File: config.mk
export PLATFORM = sky130hd
export DESIGN_NAME = instr_fetch_unit
export DESIGN_NICKNAME = d
export VERILOG_FILES = /design/src/rtl/instr_fetch_unit_pkg.sv /design/src/rtl/instr_fetch_unit.sv
export SDC_FILE = /design/constraint.sdc
export NUM_CORES = 1
export LEC_CHECK = 0
export CAP_MARGIN = 0
export CORE_MARGIN = 2
export CORE_UTILIZATION = 48
export CTS_BUF_LIST = sky130_fd_sc_hd__clkbuf_8 sky130_fd_sc_hd__clkbuf_16
export CTS_CLUSTER_DIAMETER = 150
export DETAILED_ROUTE_END_ITERATION = 12
export PLACE_DENSITY = 0.95
export SETUP_SLACK_MARGIN = 0.5
export SLEW_MARGIN = 10
export SYNTH_ARGS = -nofsm -noshare
export SYNTH_HDL_FRONTEND = slang
export SYNTH_SLANG_ARGS = --single-unit
File: constraint.sdc
create_clock -name clk -period 3.2 [get_ports clk]
set_input_delay 0.48 -clock clk [delete_from_list [all_inputs] [get_ports clk]]
set_output_delay 0.48 -clock clk [all_outputs]
set_load 0.005 [all_outputs]
File: src/rtl/instr_fetch_unit_pkg.sv
// Shared types and constants for the instruction fetch unit and the decoder.
package instr_fetch_unit_pkg;

  typedef enum logic [1:0] {
    S_IDLE = 2'd0,
    S_WAIT = 2'd1,
    S_HOLD = 2'd2
  } fetch_state_e;

  localparam int unsigned CNT_W = 3;

  localparam logic [31:0] INSTR_NOP = 32'h0000_0000;

  localparam logic [5:0] OPC_BEZ = 6'b101000;
  localparam logic [5:0] OPC_BNE = 6'b101001;
  localparam logic [5:0] OPC_JMP = 6'b101010;

  function automatic logic [31:0] pc_add4(input logic [31:0] a);
    return a + 32'd4;
  endfunction

endpackage

File: src/rtl/instr_fetch_unit.sv
// Instruction fetch: owns the PC, issues addresses to instruction memory,
// captures the returned word into IR and hands it over with a valid/ack handshake.
module instr_fetch_unit
  import instr_fetch_unit_pkg::*;
#(
  parameter logic [31:0] RESET_PC    = 32'h0000_0000,
  parameter int unsigned MEM_LATENCY = 0
) (
  input  logic        clk,
  input  logic        rst,
  input  logic        fetch_req,
  input  logic        ir_ack,
  input  logic        redirect_valid,
  input  logic [31:0] redirect_pc,
  output logic [31:0] imem_addr,
  input  logic [31:0] imem_data,
  output logic [31:0] pc,
  output logic [31:0] ir,
  output logic [31:0] ir_pc,
  output logic [31:0] ir_pc_plus4,
  output logic        ir_valid,
  output logic        busy,
  output logic        misalign_err
);

  localparam logic [CNT_W-1:0] LAT        = CNT_W'(MEM_LATENCY);
  localparam bit               LAT_ZERO   = (MEM_LATENCY == 0);
  localparam logic [31:0]      RESET_PC_W = {RESET_PC[31:2], 2'b00};

  fetch_state_e     state_q;
  logic [CNT_W-1:0] cnt_q;
  logic [31:0]      pc_q;
  logic [31:0]      ir_q;
  logic [31:0]      ir_pc_q;
  logic [31:0]      ir_pc_plus4_q;
  logic             ir_valid_q;
  logic             busy_q;
  logic             misalign_q;

  logic wait_done_c;
  logic issue_c;
  logic capture_c;
  logic redirect_issue_c;

  // A redirected fetch can never capture on the redirect edge itself: the old
  // address is still on the bus, so a zero-latency ROM needs one WAIT cycle.
  assign wait_done_c      = LAT_ZERO || (cnt_q == LAT);
  assign issue_c          = fetch_req && ((state_q == S_IDLE) ||
                                          ((state_q == S_HOLD) && ir_ack));
  assign capture_c        = (issue_c && LAT_ZERO) ||
                            ((state_q == S_WAIT) && wait_done_c);
  assign redirect_issue_c = (state_q == S_WAIT) || issue_c;

  always_ff @(posedge clk) begin
    if (rst) begin
      state_q       <= S_IDLE;
      cnt_q         <= '0;
      pc_q          <= RESET_PC_W;
      ir_q          <= INSTR_NOP;
      ir_pc_q       <= '0;
      ir_pc_plus4_q <= '0;
      ir_valid_q    <= 1'b0;
      busy_q        <= 1'b0;
      misalign_q    <= 1'b0;
    end else begin
      misalign_q <= redirect_valid && (redirect_pc[1:0] != 2'b00);
      if (redirect_valid) begin
        // Redirect beats capture; any in-flight or pending fetch restarts at the target.
        pc_q       <= {redirect_pc[31:2], 2'b00};
        ir_valid_q <= 1'b0;
        if (redirect_issue_c) begin
          state_q <= S_WAIT;
          busy_q  <= 1'b1;
          cnt_q   <= CNT_W'(1);
        end else begin
          state_q <= S_IDLE;
          busy_q  <= 1'b0;
          cnt_q   <= '0;
        end
      end else if (capture_c) begin
        ir_q          <= imem_data;
        ir_pc_q       <= pc_q;
        ir_pc_plus4_q <= pc_add4(pc_q);
        pc_q          <= pc_add4(pc_q);
        ir_valid_q    <= 1'b1;
        state_q       <= S_HOLD;
        busy_q        <= 1'b0;
        cnt_q         <= '0;
      end else if (issue_c) begin
        state_q    <= S_WAIT;
        busy_q     <= 1'b1;
        cnt_q      <= CNT_W'(1);
        ir_valid_q <= 1'b0;
      end else if (state_q == S_WAIT) begin
        cnt_q <= cnt_q + CNT_W'(1);
      end else if ((state_q == S_HOLD) && ir_ack) begin
        state_q    <= S_IDLE;
        ir_valid_q <= 1'b0;
      end
    end
  end

  assign imem_addr    = {pc_q[31:2], 2'b00};
  assign pc           = pc_q;
  assign ir           = ir_q;
  assign ir_pc        = ir_pc_q;
  assign ir_pc_plus4  = ir_pc_plus4_q;
  assign ir_valid     = ir_valid_q;
  assign busy         = busy_q;
  assign misalign_err = misalign_q;

endmodule
Word level (Yosys, flattened, before mapping)
Cells that the tools add are included.
- word-level logic and storage cells: 46
- ROM bits: 0
- bits in writable memories: 0
- bits in registers: 133
- latch bits: 0
- input port bits: 69
- memories: 0
- equality and inequality tests: 4
- bitwise operators: 1
- divide/modulo/power cells: 0
- order comparisons: 0
- add/subtract/negate cells: 1
- reduce and logical (&&, ||, !) cells: 15
- $mul: 0
- mux-type cells: 16
- shift-type cells: 0
- operators with widths (kind ; count):
    2-to-1 mux 32 bit ; 2
    adder 32 x 3 -> 32 bit, second input constant ; 1
    2-to-1 mux 2 bit ; 5
    2-to-1 mux 1 bit ; 9
    AND reduction 2 bit ; 3
    nonzero test 3 bit ; 2
    != test 4 bit, second input constant ; 1
    nonzero test 2 bit ; 2
    nonzero test 4 bit ; 1
    logical AND 1 bit ; 3
    != test 3 bit, second input constant ; 1
    equality test 2 x 1 -> 1 bit, second input constant ; 1
    equality test 2 bit, second input constant ; 1
    logical NOT 2 bit ; 1
    logical OR 1 bit ; 2
    OR reduction 2 bit ; 1
    inverter 1 bit ; 1

Depth between registers and ports, before layout
Gate-level depths: netlist of the first run.
- word-level depth: 7
- depth in mapped cells: 11
- gate-level depth less buffers: 10

Worst setup path before layout of the first run
Ideal clock, no wire load.
- kind: in2reg
- start point: input ir_ack
- end point: register ir_q[0] (netlist: ir[0])
- path buffers: 3
- required time: 3.072 ns
- stages: 9
- setup time: 0.128 ns
- slack: 0.889 ns
- data arrival time: 2.184 ns
- path through: inv_1 o21ai_0 o21a_1 ha_1 clkbuf_1 clkbuf_1 buf_1 mux2i_1 nor2_1
- word-level cells in the longest chain between the ends: 5
- ends and longest elaborated chain (item ; RTL line ; RTL):
    start, declared ; instr_fetch_unit.sv:12 ; input logic ir_ack,
    logical AND 1 bit ; instr_fetch_unit.sv:49 ; ((state_q == S_HOLD) && ir_ack));
    logical OR 1 bit ; instr_fetch_unit.sv:48 ; assign issue_c = fetch_req && ((state_q == S_IDLE) ||
    logical AND 1 bit ; instr_fetch_unit.sv:48 ;
    logical OR 1 bit ; instr_fetch_unit.sv:50 ; assign capture_c = (issue_c && LAT_ZERO) ||
    via capture_c ; instr_fetch_unit.sv:42 ; logic capture_c;
    AND reduction 2 bit (no line) ; n/a ;
    end signal, assigned ; instr_fetch_unit.sv:81 ; ir_q <= imem_data;
    end, declared ; instr_fetch_unit.sv:33 ; logic [31:0] ir_q;
The timed path passes the listed nets, and every way through them passes these cells.
A chain may end at the register's enable or synchronous reset.

Worst setup path in the final report of the first run
- start point: register pc_q[2] (netlist: pc[2])
- end point: register pc_q[28] (netlist: pc[28])
- word-level cells in the longest chain between the ends: 3
- ends and longest elaborated chain (item ; RTL line ; RTL):
    start, declared ; instr_fetch_unit.sv:32 ; logic [31:0] pc_q;
    start signal, assigned ; instr_fetch_unit.sv:69 ; pc_q <= {redirect_pc[31:2], 2'b00};
    start signal, assigned ; instr_fetch_unit.sv:84 ; pc_q <= pc_add4(pc_q);
    adder 32 x 3 -> 32 bit ; instr_fetch_unit_pkg.sv:19 ; return a + 32'd4;
    2-to-1 mux 32 bit ; instr_fetch_unit.sv:80 ; end else if (capture_c) begin
    2-to-1 mux 32 bit ; instr_fetch_unit.sv:67 ; if (redirect_valid) begin
Every way passes these cells. The select of a mux whose other input is x is not followed.

==> qor.txt, run 1 <==
Outcome = finished, final reports clean
Multiplexer share of the synthesized area = 11.51%
Final Max Tran Viols = 0
GRT met2 Usage = 38.18%
Synth Flop Type = dfxtp_1
Die X = 116.6 microns
Xor/xnor share of the synthesized area = 3.886%
Layout cells sized above 1 = 8.276%
Tightest Pin Transition = 0.6869 ns
# fillers = 933
Final Setup Violations = 0
Drt drc = 0
Clock-pin slew on the worst setup and hold paths = 0.06 ns
Max VDD drop = 0.3054 mV
Placed instance area = 8127 sq um
Final period util = 77.39%
Crit Path Max Fanout = 11
Deepest clock path buffer count = 2
Power Total = 4.603 mW
Sequential share of power = 38.8%
Setup Skew = 0.006480 ns
Clk network pwr share = 46.7%
I/O Pins = 232
Slowest cell delay on critical path = 0.57 ns
DRT Wirelength = 17580 microns
Root Driver = clkbuf_16
Distinct cells, synth = 50
TritonCTS clock tree = built
CP Launch Type = flop
Clock period minus final worst setup slack = 2.476 ns
Commonest cells after routing, fill and taps aside = clkdlybuf4s50_1, nor2_1, dfxtp_1, mux2i_1, a21oi_1
Iter 0 DRT Violations = 457
GRT Total Usage = 25.13%
Final Util = 70.18%
DP HPWL = 12100 microns
DR vias/cell = 5.340
Area Overhead vs Synth = 44.35%
Setup crit end kind = flop
Largest family of logic cells by synthesized area = simple AND/OR/NAND/NOR gates
Setup Fix Bufs, Post-CTS = 0
Pint = 3.506 mW
Worst Path Arrival = 2.81 ns
Mapped cell area = 6086 sq um
Die area = 13600 sq um
Largest net degree at the start of global routing = 69
Slew headroom = 54.20%
Fmax = 0.4038 GHz
Placer congestion estimate = 0.8971
FF-to-FF setup slack = 0.72 ns
Inst Count DP = 1010
Combinational share of power = 14.6%
GR peak layer = met2
Die Y = 116.6 microns
Setup tns final = 0 ns
Slowest CP cell = dfxtp_1
Core area = 12520 sq um
Routing usage on met1 = 31.50%
Maxcap violations = 0
Net switching power = 1.097 mW
Delay-heaviest family, CP = simple AND/OR/NAND/NOR gates
Syn Area/Cell = 8.719 sq um
Fin area = 8785 sq um
Cts bufs inserted = 17
Share of flip-flops with an asynchronous set or reset = 0%
Skew-Pair Late Insertion Delay = 0.42 ns
Final hold slack = 0.4806 ns
CP bufs+invs = 1
First-pass GRT wire length = 26570 microns
Initial core utilization = 48.62%
Cell Pwr Density = 524.0 nW/um^2
Final WS setup = 0.7236 ns
Clk sinks = 127
Row count = 41
Leak = 3.227 nW
DRT Pass-1 Iters = 6
Final hold violation count = 0
Synth Area in Compound Gates = 12.71%
Final cell count without fillers = 1043
Cells after Synth = 698
Drt wl/cell = 16.86 microns
# resized after CTS = 0
# H-tree levels = 4
Number of global-route vias before repair = 5191
Synthesized-area fraction occupied by adder cells = 0.6168%
Most common cell after layout, fill and taps aside = clkdlybuf4s50_1
CP required = 3.53 ns
Post-Place Setup Slack = 0.3628 ns
Synth warn = 0
Post-CTS Hold Fix Bufs = 0
Sequential fraction of the synthesis area = 41.78%
Crit-path cells = ha_1, nand4_1, buf_4, nor3_1, nand3_1, or3_1, a31oi_1
Area share of and/or/nand/nor cells after synthesis = 19.88%
Antenna violations before repair = 1
Final antenna-violating net count = 0
GRT overflow = 0
Post-synth EDFFs = 0
Routing usage on met3 = 10.33%
RSZ-0062 raised after global routing = false
WS Path Type = reg -> reg
Final #Nets = 929
# port buffers = 223
Vias = 5570
Yosys reg bits = 127
Class of the worst hold path = reg -> reg
Sw Ratio = 23.83%
## area by class of cell
cell class              instances  area, sq um  share of cell area, %
flip-flops and latches        127         2542                  28.94
multi-input cells             469         3007                  34.23
well taps                     172        215.2                  2.450
repair buffers                234         2332                  26.55
inverters                       8        30.03                 0.3418
clock buffers                  20        466.7                  5.313
diodes                          1        2.502                0.02849
clock inverters                12        188.9                  2.151
## worst register-to-register path, delay by kind of cell, from the launching register on
| kind | cells | cell delay (ns) |
|---|---|---|
| buf+inv | 1 | 0.22 |
| compound gates | 1 | 0.18 |
| flops | 1 | 0.57 |
| simple gates | 4 | 1.08 |
| fa+ha+maj | 1 | 0.35 |
## registers in the layout, indices dropped and copies added, names as in the netlist
register	flops
state_q	2
ir_valid	1
misalign_err	1
pc	30
ir_pc_plus4	30
ir	32
ir_pc	30
busy	1
## routing by layer
metal  up-vias  wire length, microns
li1       2690                     -
met1      2559                  7312
met2       284                  7971
met3        37                  1868
met4         0                   429
met5         -                     0
## final timing paths
path	start	to	cells past startpoint
max	pc[2]	pc[28]	7
min	ir_pc_plus4[7]	ir_pc_plus4[7]	2
max reg2reg	pc[2]	pc[28]	7
min reg2reg	ir_pc_plus4[7]	ir_pc_plus4[7]	2
## power groups by stage
stage | Sequential [mW] | Combinational (mW) | Clock [mW]
2_1_floorplan | 1.78 | 0.355 | 0
3_3_place_gp | 1.81 | 0.651 | 0
3_5_place_dp | 1.81 | 0.667 | 0
4_1_cts | 1.78 | 0.673 | 2.16
5_1_grt | 1.80 | 0.731 | 2.22
6_report | 1.78 | 0.671 | 2.15
## cells in the mapped netlist, drive strengths merged, types with 7 or more instances
master | instances | area [sq um]
nor2 | 134 | 503.0
dfxtp | 127 | 2542
mux2i | 70 | 700.7
buf | 62 | 405.4
clkbuf | 39 | 146.4
a21oi | 32 | 160.2
a211oi | 27 | 212.7
o21ai | 23 | 115.1
nand2 | 19 | 71.32
xnor2 | 19 | 166.4
nor3 | 14 | 80.08
nand3 | 13 | 70.07
a22oi | 12 | 90.09
nor4 | 12 | 135.1
or2 | 10 | 62.56
a31oi | 9 | 56.30
nand4 | 9 | 75.08
inv | 8 | 30.03
nor2b | 8 | 50.05
xor2 | 8 | 70.07
and3 | 7 | 43.79
## cells by family (layout without fill, tap and decap cells)
family	Yosys count	count (layout)
AOI/OAI and AO/OA	120	120
xor gates and xnor gates	27	27
buffers and inverters	109	274
muxes	70	70
other	1	9
DFF	127	127
and+or+nand+nor	241	241
adders and majority gates	3	3
No activity file was read; power rests on OpenSTA's default activity.
==> inputs of run 2 (changes only) <==
- CORE_UTILIZATION: 48 -> 44
- PLACE_DENSITY: 0.95 -> 0.91
- clock period: 3.2 -> 2.3 ns (I/O delays scaled with it)
==> qor.txt, run 2 (synthesis gave the netlist of run 1 again) <==
Row count = 42
Iter 0 DRT Violations = 604
Worst r2r dst = pc[30]
Final antenna-violating net count = 0
Slowest CP cell = or4_4
Setup Skew = 0.01233 ns
Deepest clock path buffer count = 2
# fillers = 878
Commonest cells after routing, fill and taps aside = clkdlybuf4s50_1, nor2_1, dfxtp_1, mux2i_1, buf_4
DRT Wirelength = 22990 microns
Core area = 13400 sq um
Crit-path cells = buf_6, nand3_4, or4_4, buf_6, nor4_4, buf_4, a22oi_2, o2bb2ai_1
CP Launch Type = flop
Skew-Pair Late Insertion Delay = 0.42 ns
First-pass GRT wire length = 29950 microns
# port buffers = 223
Setup tns final = 0 ns
WS Path Type = reg -> reg
Final hold violation count = 0
Post-CTS Hold Fix Bufs = 0
Slowest cell delay on critical path = 0.50 ns
GRT Total Usage = 25.86%
Final Setup Violations = 0
Initial core utilization = 45.42%
Antenna violations before repair = 0
Outcome = finished, final reports clean
Final Max Tran Viols = 0
FF-to-FF setup slack = 0.23 ns
Worst Path Arrival = 2.39 ns
Drt wl/cell = 20.54 microns
Setup crit end kind = flop
RSZ-0062 raised after global routing = true
CP required = 2.62 ns
Setup crit end = pc[30]
Final #Nets = 1007
Worst Reg-to-Reg Cells = 8
Clock period minus final worst setup slack = 2.070 ns
N_diodes = 0
DR vias/cell = 5.772
TritonCTS clock tree = built
Most numerous cell on the critical path = buf_6
Number of global-route vias before repair = 5783
Leak = 4.083 nW
Area of the multi-input gates = 3258 sq um
I/O Pins = 232
GRT overflow = 0
Maxcap violations = 0
Max reg flops = 32
Fmax = 0.4830 GHz
Area Overhead vs Synth = 61.55%
# H-tree levels = 4
Tightest Pin Transition = 0.5353 ns
Die area = 14790 sq um
CP Launch Point = pc[8]
Power Total = 6.066 mW
Largest net degree at the start of global routing = 68
Cts bufs inserted = 17
Slew headroom = 64.31%
Final period util = 90.01%
Most common cell after layout, fill and taps aside = clkdlybuf4s50_1
DRT Pass-1 Iters = 6
Placer congestion estimate = 0.9264
Max VDD drop = 0.4588 mV
Drt drc = 0
Root Driver = clkbuf_16
Reg2Reg Launch Point = pc[8]
Vias = 6459
Clk sinks = 127
Die X = 121.6 microns
GR peak layer = met2
Die Y = 121.6 microns
Routing usage on met3 = 9.036%
Seq. cell area = 2624 sq um
Cell Pwr Density = 617.0 nW/um^2
Clock-pin slew on the worst setup and hold paths = 0.06 ns
Routing usage on met1 = 31.70%
DP HPWL = 12700 microns
GRT met2 Usage = 41.29%
Class of the worst hold path = in -> reg
Crit Path Max Fanout = 4
Layout cells sized above 1 = 21.53%
run 2: changes by cell type in the layout (fill, tap and decap cells not counted), sizes merged, moves of 2 or more:
cell / previous run / this run
clkinvlp: 2 / 0
clkinv: 4 / 1
clkdlybuf4s50: 221 / 197
bufinv: 5 / 0
dlygate4sd2: 0 / 3
buf: 13 / 88
inv: 9 / 12
clkbuf: 20 / 25
dlymetal6s2s: 0 / 21
run 2: area by class of cell:
cell class | instances | share of cell area, %
clock inverters | 5 | 0.2036
inverters | 8 | 0.3054
clock buffers | 22 | 5.027
multi-input cells | 469 | 33.14
well taps | 176 | 2.240
flip-flops and latches | 127 | 26.69
repair buffers | 312 | 32.40
run 2: worst max-delay path, delay by kind of cell (launching register included):
kind / cells / cell delay [ns]
AO/OA/AOI/OAI: 2 / 0.28
buffers and inverters: 3 / 0.45
flip-flops: 1 / 0.40
AND/OR/NAND/NOR: 3 / 0.85
run 2: worst min path at each step:
stage              startpoint            to  slack, ns  cells past startpoint
3_5_place_dp         ir_valid      ir_valid       0.47                      2
5_1_grt                   rst      ir_pc[8]       0.41                      2
4_1_cts        redirect_valid  misalign_err       0.37                      3
2_1_floorplan        ir_valid      ir_valid       0.46                      2
3_3_place_gp            ir[7]         ir[7]       0.47                      2
6_report                  rst    state_q[0]       0.39                      2
run 2: report_power, final:
part / internal [mW] / total, mW / switching [mW]
combinational: 0.686 / 1.21 / 0.528
clock: 1.47 / 2.40 / 0.929
sequential: 2.33 / 2.45 / 0.121
total: 4.49 / 6.07 / 1.58
run 2: routing by layer:
metal	vias up	routed length, microns
met2	498	10820
met4	0	961
li1	2846	-
met1	3012	8606
met5	-	0
met3	103	2604
run 2: what timing repair did:
action / in CTS / in global routing
gates cloned: 1 / 4
resized for setup: 42 / 79
pin swaps: 18 / 24
setup buffers: 29 / 25
setup endpoints to repair: 114 / 142
run 2: metrics by stage:
step / util [%] / cells / hold WS [ns] / area [sq um] / setup WS, ns
2_1_floorplan: - / 705 / 0.4618 / 6280 / 0.4026
3_3_place_gp: 62.57 / 1033 / 0.4712 / 8384 / 0.05593
3_5_place_dp: 62.57 / 1033 / 0.4725 / 8384 / 0.007106
4_1_cts: 68.99 / 1090 / 0.3726 / 9245 / 0.4033
5_1_grt: 73.37 / 1119 / 0.4084 / 9832 / 0.1885
6_report: 73.37 / 1119 / 0.3909 / 9832 / 0.2298
